File: config.mk
export PLATFORM = sky130hd
export DESIGN_NAME = mul_div_unit
export DESIGN_NICKNAME = d
export VERILOG_FILES = /design/src/rtl/md_pkg.sv /design/src/rtl/md_sign_fix.sv /design/src/rtl/mul_div_unit.sv
export SDC_FILE = /design/constraint.sdc
export NUM_CORES = 1
export LEC_CHECK = 0
export ABC_CLOCK_PERIOD_IN_PS = 11200
export BUFFER_PORTS_ARGS = -buffer_cell sky130_fd_sc_hd__buf_2
export CORE_MARGIN = 10
export CORE_UTILIZATION = 50
export CTS_CLUSTER_DIAMETER = 30
export CTS_CLUSTER_SIZE = 16
export DETAILED_ROUTE_END_ITERATION = 8
export PLACE_DENSITY = 0.65
export SETUP_SLACK_MARGIN = 0.15
export SLEW_MARGIN = 20
export SYNTH_ARGS = -nofsm -noshare
export SYNTH_HDL_FRONTEND = slang
export SYNTH_SLANG_ARGS = --single-unit
File: constraint.sdc
create_clock -name clk -period 11.2 [get_ports clk]
set_input_delay 1.12 -clock clk [delete_from_list [all_inputs] [get_ports clk]]
set_output_delay 1.12 -clock clk [all_outputs]
set_load 0.05 [all_outputs]
File: src/rtl/md_pkg.sv
// Shared definitions for the iterative RV32M multiply/divide unit:
// funct3 opcodes, FSM state encoding and the default datapath width.
package md_pkg;

  localparam int MD_DATA_WIDTH = 32;

  localparam logic [2:0] MD_MUL    = 3'b000;
  localparam logic [2:0] MD_MULH   = 3'b001;
  localparam logic [2:0] MD_MULHSU = 3'b010;
  localparam logic [2:0] MD_MULHU  = 3'b011;
  localparam logic [2:0] MD_DIV    = 3'b100;
  localparam logic [2:0] MD_DIVU   = 3'b101;
  localparam logic [2:0] MD_REM    = 3'b110;
  localparam logic [2:0] MD_REMU   = 3'b111;

  typedef enum logic [1:0] {
    ST_IDLE,
    ST_CALC,
    ST_FIX,
    ST_DONE
  } md_state_e;

endpackage

File: src/rtl/md_sign_fix.sv
// Conditional two's-complement negation: converts a signed value to its
// magnitude on the way in, and restores the sign on the way out.
module md_sign_fix #(
  parameter int W = 32
) (
  input  logic [W-1:0] val_i,
  input  logic         neg_i,
  output logic [W-1:0] val_o
);

  assign val_o = neg_i ? (~val_i + W'(1)) : val_i;

endmodule

File: src/rtl/mul_div_unit.sv
// Iterative RV32M multiply/divide unit: one shift-add or restoring-divide
// step per cycle on magnitudes, sign restored in a final FIX cycle.
module mul_div_unit
  import md_pkg::*;
#(
  parameter int DATA_WIDTH = MD_DATA_WIDTH
) (
  input  logic                  clk,
  input  logic                  reset,
  input  logic                  Start_i,
  input  logic [2:0]            MD_Operation_i,
  input  logic [DATA_WIDTH-1:0] A_i,
  input  logic [DATA_WIDTH-1:0] B_i,
  output logic                  Busy_o,
  output logic                  Done_o,
  output logic [DATA_WIDTH-1:0] Result_o,
  output logic                  Zero_o
);

  localparam int W  = DATA_WIDTH;
  localparam int CW = $clog2(W);

  md_state_e       state_q;
  logic [2:0]      op_q;
  logic [2*W-1:0]  acc_q;
  logic [W-1:0]    opb_q;
  logic [CW-1:0]   cnt_q;
  logic            neg_q;
  logic [W-1:0]    a_raw_q;
  logic            b_zero_q;
  logic [W-1:0]    result_q;
  logic            zero_q;

  // Operand signedness and result sign, decoded from the incoming request.
  logic         in_div, a_signed, b_signed, a_neg, b_neg, res_neg;
  logic [W-1:0] a_mag, b_mag;

  assign in_div   = MD_Operation_i[2];
  assign a_signed = in_div ? ~MD_Operation_i[0] : (MD_Operation_i[1:0] != 2'b11);
  assign b_signed = in_div ? ~MD_Operation_i[0] : ~MD_Operation_i[1];
  assign a_neg    = a_signed & A_i[W-1];
  assign b_neg    = b_signed & B_i[W-1];
  assign res_neg  = (in_div & MD_Operation_i[1]) ? a_neg : (a_neg ^ b_neg);

  md_sign_fix #(.W(W)) u_fix_a (.val_i(A_i), .neg_i(a_neg), .val_o(a_mag));
  md_sign_fix #(.W(W)) u_fix_b (.val_i(B_i), .neg_i(b_neg), .val_o(b_mag));

  // One iteration of each algorithm on the shared {hi, lo} register.
  logic [W:0]     mul_sum, div_trial;
  logic [2*W-1:0] mul_next, div_next;

  assign mul_sum   = {1'b0, acc_q[2*W-1:W]} + {1'b0, (acc_q[0] ? opb_q : '0)};
  assign mul_next  = {mul_sum, acc_q[W-1:1]};
  assign div_trial = acc_q[2*W-1:W-1] - {1'b0, opb_q};
  assign div_next  = div_trial[W] ? {acc_q[2*W-2:0], 1'b0}
                                  : {div_trial[W-1:0], acc_q[W-2:0], 1'b1};

  // Result selection and sign restore; the 2W-bit fixer covers the full product.
  logic           is_div_q, is_rem_q;
  logic [2*W-1:0] fix_in, fix_out;
  logic [W-1:0]   result_d;

  assign is_div_q = op_q[2];
  assign is_rem_q = op_q[2] & op_q[1];
  assign fix_in   = is_div_q ? {{W{1'b0}}, (is_rem_q ? acc_q[2*W-1:W] : acc_q[W-1:0])}
                             : acc_q;

  md_sign_fix #(.W(2*W)) u_fix_r (.val_i(fix_in), .neg_i(neg_q), .val_o(fix_out));

  // NOTE: every always_comb output gets a default first so no latch is inferred.
  always_comb begin
    result_d = fix_out[W-1:0];
    if (is_div_q && b_zero_q)
      result_d = is_rem_q ? a_raw_q : '1;
    else if (!is_div_q && (op_q != MD_MUL))
      result_d = fix_out[2*W-1:W];
  end

  // NOTE: sequential state uses non-blocking assignments only.
  always_ff @(posedge clk or negedge reset) begin
    if (!reset) begin
      state_q  <= ST_IDLE;
      op_q     <= '0;
      acc_q    <= '0;
      opb_q    <= '0;
      cnt_q    <= '0;
      neg_q    <= 1'b0;
      a_raw_q  <= '0;
      b_zero_q <= 1'b0;
      result_q <= '0;
      zero_q   <= 1'b0;
    end else begin
      case (state_q)
        ST_IDLE, ST_DONE: begin
          if (Start_i) begin
            op_q     <= MD_Operation_i;
            acc_q    <= {{W{1'b0}}, (in_div ? a_mag : b_mag)};
            opb_q    <= in_div ? b_mag : a_mag;
            neg_q    <= res_neg;
            a_raw_q  <= A_i;
            b_zero_q <= (B_i == '0);
            cnt_q    <= '0;
            state_q  <= ST_CALC;
          end else begin
            state_q  <= ST_IDLE;
          end
        end
        ST_CALC: begin
          acc_q <= is_div_q ? div_next : mul_next;
          cnt_q <= cnt_q + 1'b1;
          if (cnt_q == CW'(W - 1)) state_q <= ST_FIX;
        end
        ST_FIX: begin
          result_q <= result_d;
          zero_q   <= (result_d == '0);
          state_q  <= ST_DONE;
        end
        default: state_q <= ST_IDLE;
      endcase
    end
  end

  assign Busy_o   = (state_q == ST_CALC) || (state_q == ST_FIX);
  assign Done_o   = (state_q == ST_DONE);
  assign Result_o = result_q;
  assign Zero_o   = zero_q;

endmodule

After elaboration in Yosys (flattened, before gate mapping)
Index checks and enable logic that the tools add are counted.
{ "word_totals": {"regBits": 173, "input_bits": 70, "output_inout_bits": 35, "word_cells": 68} }
{ "classes": {"addsub": 6, "n_eq_ne": 7, "mux": 23, "bitwise": 10, "n_reduce_logical": 12} }
{ "ops": {"columns": ["operator", "count"], "rows": [
  ["2-to-1 mux 64 bit", 5],
  ["2-to-1 mux 32 bit", 9],
  ["case mux 64 bit (2 select lines)", 1],
  ["adder 32 x 1 -> 32 bit (second input constant)", 2],
  ["adder 64 x 1 -> 64 bit (second input constant)", 1],
  ["logical NOT 32 bit", 2],
  ["NOT 32 bit", 2],
  ["NOT 64 bit", 1],
  ["adder 32 x 32 -> 33 bit", 1],
  ["subtractor 33 x 32 -> 33 bit", 1],
  ["case mux 5 bit (2 select lines)", 1],
  ["inequality test 2 bit (second input constant)", 3],
  ["case mux 2 bit (3 select lines)", 1],
  ["adder 5 x 1 -> 5 bit (second input constant)", 1],
  ["equality test 5 bit (second input constant)", 1],
  ["2-to-1 mux 5 bit", 1],
  ["AND 1 bit", 4],
  ["equality test 2 bit (second input constant)", 2],
  ["2-to-1 mux 1 bit", 4],
  ["AND reduction 2 bit", 2],
  ["nonzero test 3 bit", 1],
  ["equality test 2 x 1 -> 1 bit (second input constant)", 1],
  ["logical AND 1 bit", 2],
  ["logical NOT 2 bit", 1],
  ["7 further kinds", 8]
]} }

Logic depth before layout (Yosys ltp)
{ "depth": {"depth_word": 9, "depth_mapped": 18} }

By module
From an unflattened synthesis, not the netlist that was laid out.
{ "unflattened": {"hier_cells": 1940, "hier_area_um2": 16363.2} }
{ "by_module_without_submodules": {"columns": ["mod", "instances", "cells_per_inst", "area_each_um2", "seq_area_each_um2"], "rows": [
  ["mul_div_unit", 1, 1536, 13160.1, 4329.2],
  ["md_sign_fix at u_fix_r", 1, 206, 1649.1, 0.0],
  ["md_sign_fix at u_fix_a ...", 2, 99, 777.0, 0.0]
]} }

Least setup slack after synthesis
OpenSTA, ideal clock, no wires.
{ "synth_timing": {"kind": "register to register", "start": "reg op_q[2]", "end": "reg zero_q, in the netlist Zero_o", "setup_ns": 0.080, "arrival_time_ns": 4.579, "slack_ns": 6.541, "path_stages_with_launch": 19, "path_buffers": 5, "period_less_slack_ns": 4.659, "path_cell_list": "dfrtp_1 -> buf_4 -> buf_2 -> nand2_1 -> buf_2 -> buf_1 -> mux2i_1 -> ha_1 -> nor2b_1 -> nand4_1 -> a2111oi_1 -> nand3_1 -> buf_2 -> or4_1 -> o211ai_1 -> nand4_1 -> nor4_1 -> nand4_1 -> o22ai_2"} }
{ "synth_via": {"elab_chain_len": 9, "elab_cells_between_ends": 14} }
{ "synth_rtl": {"columns": ["element", "line", "source"], "rows": [
  ["from (decl)", "mul_div_unit.sv:24", "logic [2:0] op_q;"],
  ["from (signal assigned)", "mul_div_unit.sv:96", "op_q <= MD_Operation_i;"],
  ["AND 1 bit", "mul_div_unit.sv:64", "assign is_rem_q = op_q[2] & op_q[1];"],
  ["2-to-1 mux 32 bit", "mul_div_unit.sv:65", "assign fix_in = is_div_q ? {{W{1'b0}}, (is_rem_q ? acc_q[2*W-1:W] : acc_q[W-1:0])}"],
  ["2-to-1 mux 64 bit", "mul_div_unit.sv:65", null],
  ["NOT 64 bit", "md_sign_fix.sv:11", "assign val_o = neg_i ? (~val_i + W'(1)) : val_i;"],
  ["adder 64 x 1 -> 64 bit", "md_sign_fix.sv:11", null],
  ["2-to-1 mux 64 bit", "md_sign_fix.sv:11", null],
  ["2-to-1 mux 32 bit", "mul_div_unit.sv:75", "else if (!is_div_q && (op_q != MD_MUL))"],
  ["2-to-1 mux 32 bit *", "mul_div_unit.sv:73", "if (is_div_q && b_zero_q)"],
  ["logical NOT 32 bit *", "mul_div_unit.sv:115", "zero_q <= (result_d == '0);"],
  ["to (signal assigned)", "mul_div_unit.sv:115", null],
  ["to (decl)", "mul_div_unit.sv:32", "logic zero_q;"]
]} }
Mark *: on every way between the ends. The rest lies on a longest branch, timed or not.
A chain may end at the register's enable or synchronous reset.

Final worst setup path
Ends and elaborated chain as after synthesis.

==> results.ini <==
[outcome]
outcome = finished, final reports clean

[routing]
drt-vias-per-instance = 6.545
ant_nets = 0
drtPass1Iterations = 7
num_vias = 16656
wirelength_um = 66170
drt_iter0_drc = 1885
drc = 0
avgRoutedWirePerCell_um = 26.00

[setup_path]
cp.required_ps = 11570
cp_max_fo = 98
critPathArrivalTime_ps = 5580
critPathLaunchType = flip-flop
worst-setup-path-type = reg -> reg
r2r_start = op_q[2]
startpoint = op_q[2]
crit_path_end_kind = flip-flop

[yosys]
synth-main-ff-cell = dfrtp_1
syn_area_um2 = 16480
syn_inst = 2068
synth-warning-count = 0
synth_cell_types = 87
async_reset_ff_frac = 1.000
ys_seq_area_frac = 0.2627
synth_edf_count = 0
syn_avg_cell_area_um2 = 7.968
synth_nets = 2212
synth-seq-cells = 173

[place]
portBuffers = 104
pre_cts_ws_ps = 6227
dp_hpwl_um = 50410
gp_congestion = 0.9893

[floorplanning]
io_pins = 105
coreArea_um2 = 32540
start_util = 0.5065
fp.dieW_um = 201.5
die_area_um2 = 40620
row_count = 66
die_y_um = 201.5

[power_and_ir_drop]
seqPwrFrac = 0.210
p_sw_frac = 0.5613
power_density_nw_per_um2 = 380.1
internal_power_mw = 3.001
power.switching_mw = 3.839
peakVddDrop_mv = 0.4560
power_frac_comb = 0.693
clkPwrFrac = 0.098
power.leakage_nw = 7.797

[final_layout]
diodes = 0
layout-drive-gt1-share = 0.1350
seq_area_um2 = 4333
multi_input_area_um2 = 11380
fin_nets = 2235
layout_common_cells = 198 x a21oi_1, 194 x nor2_1, 172 x dfrtp_1, 168 x nand2_1, 137 x o21ai_0
utilization = 0.5531
fillers = 3138
layout_commonest_cell = a21oi_1
area_delta_synth_final_pct = 9.210

[timing]
hold_viol_final = 0
rsz0062_at_grt = false
fin_crit_sh = 0.4650
setup_ws_ps = 5991
setup_tns_ps = 0
max_freq_mhz = 192.0
tightest_slew_ps = 1108
clock-skew-final_ps = 23.44
finalSetupViolCount = 0
min_period_ps = 5209
slew_headroom = 0.2615
slew_viol_final = 0

[grt]
grt_pass1_wl_um = 98910
grt_util_met1 = 0.4231
top_usage_layer = met2
met3_usage = 0.07968
antenna_found_initial = 3
grt_max_degree = 119
overflow = 0
met2_usage = 0.4667
grt_pass1_vias = 15597
grtUsageTotal = 0.3163

[clocking]
postCtsSetupBuffers = 0
clockBufferDepth = 2
cts_tree = built
cts_hold_buffers = 0
ctsResizeCount = 0
htree_levels = 4
clock_latency_ps = 470
clkSlewWorstSetupHoldPaths_ps = 70
clock-root-buffer = clkbuf_16
cts_buffers = 17
clock-sinks = 173

[min_path]
min_from = a_raw_q[1]
min_path_type = reg -> reg

[flow_run]
cap_violations = 0

==> worst paths after layout <==
kind | slack, ps | to | cells past startpoint
setup / recovery | 5990 | Zero_o | 11
hold / removal | 500 | a_raw_q[1] | 2
setup reg to reg | 5990 | Zero_o | 11
hold reg to reg | 500 | a_raw_q[1] | 2
max in group asynchronous | 9320 | op_q[2] | 2
min in group asynchronous | 530 | Result_o[2] | 1
==> stage by stage <==
step,hold slack [ps],cells,power (mW),area (um^2)
2_1_floorplan,444.7,2068,4.550,16480
3_3_place_gp,470.1,2514,5.978,17360
3_5_place_dp,485.4,2514,6.015,17360
4_1_cts,501.4,2545,6.701,17990
5_1_grt,517.6,2545,7.235,18000
6_report,504.2,2545,6.840,18000
==> Yosys cell counts, drive strengths merged (10+ instances only) <==
| library cell | count | area [um^2] |
|---|---|---|
| a21o | 43 | 322.8 |
| nand3 | 31 | 160.1 |
| and2 | 41 | 256.5 |
| ha | 72 | 900.9 |
| a21oi | 198 | 991.0 |
| a211oi | 55 | 422.9 |
| o21ai | 141 | 709.4 |
| nand4 | 10 | 62.56 |
| a31oi | 27 | 168.9 |
| clkbuf | 111 | 416.7 |
| a22oi | 14 | 105.1 |
| mux2 | 77 | 867.1 |
| a21boi | 10 | 75.07 |
| o21bai | 13 | 97.59 |
| xor2 | 72 | 630.6 |
| inv | 77 | 289.0 |
| buf | 26 | 121.4 |
| nor2 | 194 | 728.2 |
| nor3 | 43 | 215.2 |
| o22ai | 26 | 175.2 |
| o41ai | 13 | 113.9 |
| nor4 | 28 | 190.2 |
| o211ai | 19 | 142.6 |
| nor2b | 15 | 93.84 |
| or3 | 12 | 80.08 |
| nand2b | 15 | 93.84 |
| mux2i | 68 | 680.7 |
| xnor2 | 78 | 683.2 |
| or4 | 18 | 142.6 |
| nand2 | 169 | 634.4 |
| and3 | 13 | 81.33 |
| dfrtp | 173 | 4329 |
| o31ai | 26 | 200.2 |
| o221ai | 18 | 170.2 |
==> area by class of cell <==
type,count,area share
multi-input combinational,1679,0.6322
sequential,173,0.2408
timing repair buffer,141,0.04484
tap,442,0.03073
clock buffer,17,0.02364
inverter,79,0.01648
clock inverter,14,0.01133
==> state kept, by name, indices dropped and copies added, names as in the netlist, 2 cells and up <==
register and flops:
acc_q 64, state_q 2, a_raw_q 32, Result_o 32
op_q 3, opb_q 32, cnt_q 5
==> power by group through the flow <==
stage | Clock, mW | Combinational, mW | Sequential [mW]
after floorplan | 0 | 3.22 | 1.33
after global placement | 0 | 4.56 | 1.41
after detailed placement | 0 | 4.59 | 1.42
after CTS | 0.669 | 4.62 | 1.41
after global routing | 0.694 | 5.09 | 1.46
final | 0.668 | 4.74 | 1.43
==> cell families (layout without fill, tap and decap cells) <==
| logic type | after synthesis | in the layout | synth area share |
|---|---|---|---|
| compound gates | 683 | 683 | 0.2688 |
| xor+xnor | 150 | 150 | 0.07973 |
| fa+ha+maj | 74 | 74 | 0.05710 |
| buf+inv | 216 | 251 | 0.05065 |
| flops | 173 | 173 | 0.2627 |
| mux | 145 | 145 | 0.09393 |
| simple gates | 627 | 627 | 0.1871 |
==> critical path, stage by stage, from the launching register on <==
cell and delay (ps):
dfrtp_4 670, buf_4 880, and4bb_1 340, o221ai_1 320
nor4_4 580, nand3_1 490, nor4b_1 620, mux2i_1 250
nor2_1 70, nor4_1 450, nand4_1 210, o22ai_2 160
==> per-layer routing <==
layer / vias to the layer above / share of wire
met3: 152 / 0.10
li1: 7661 / -
met2: 887 / 0.43
met4: 6 / 0.050
met1: 7950 / 0.42
met5: - / 0.00077
Note: power is estimated with default switching activity, not from simulation.
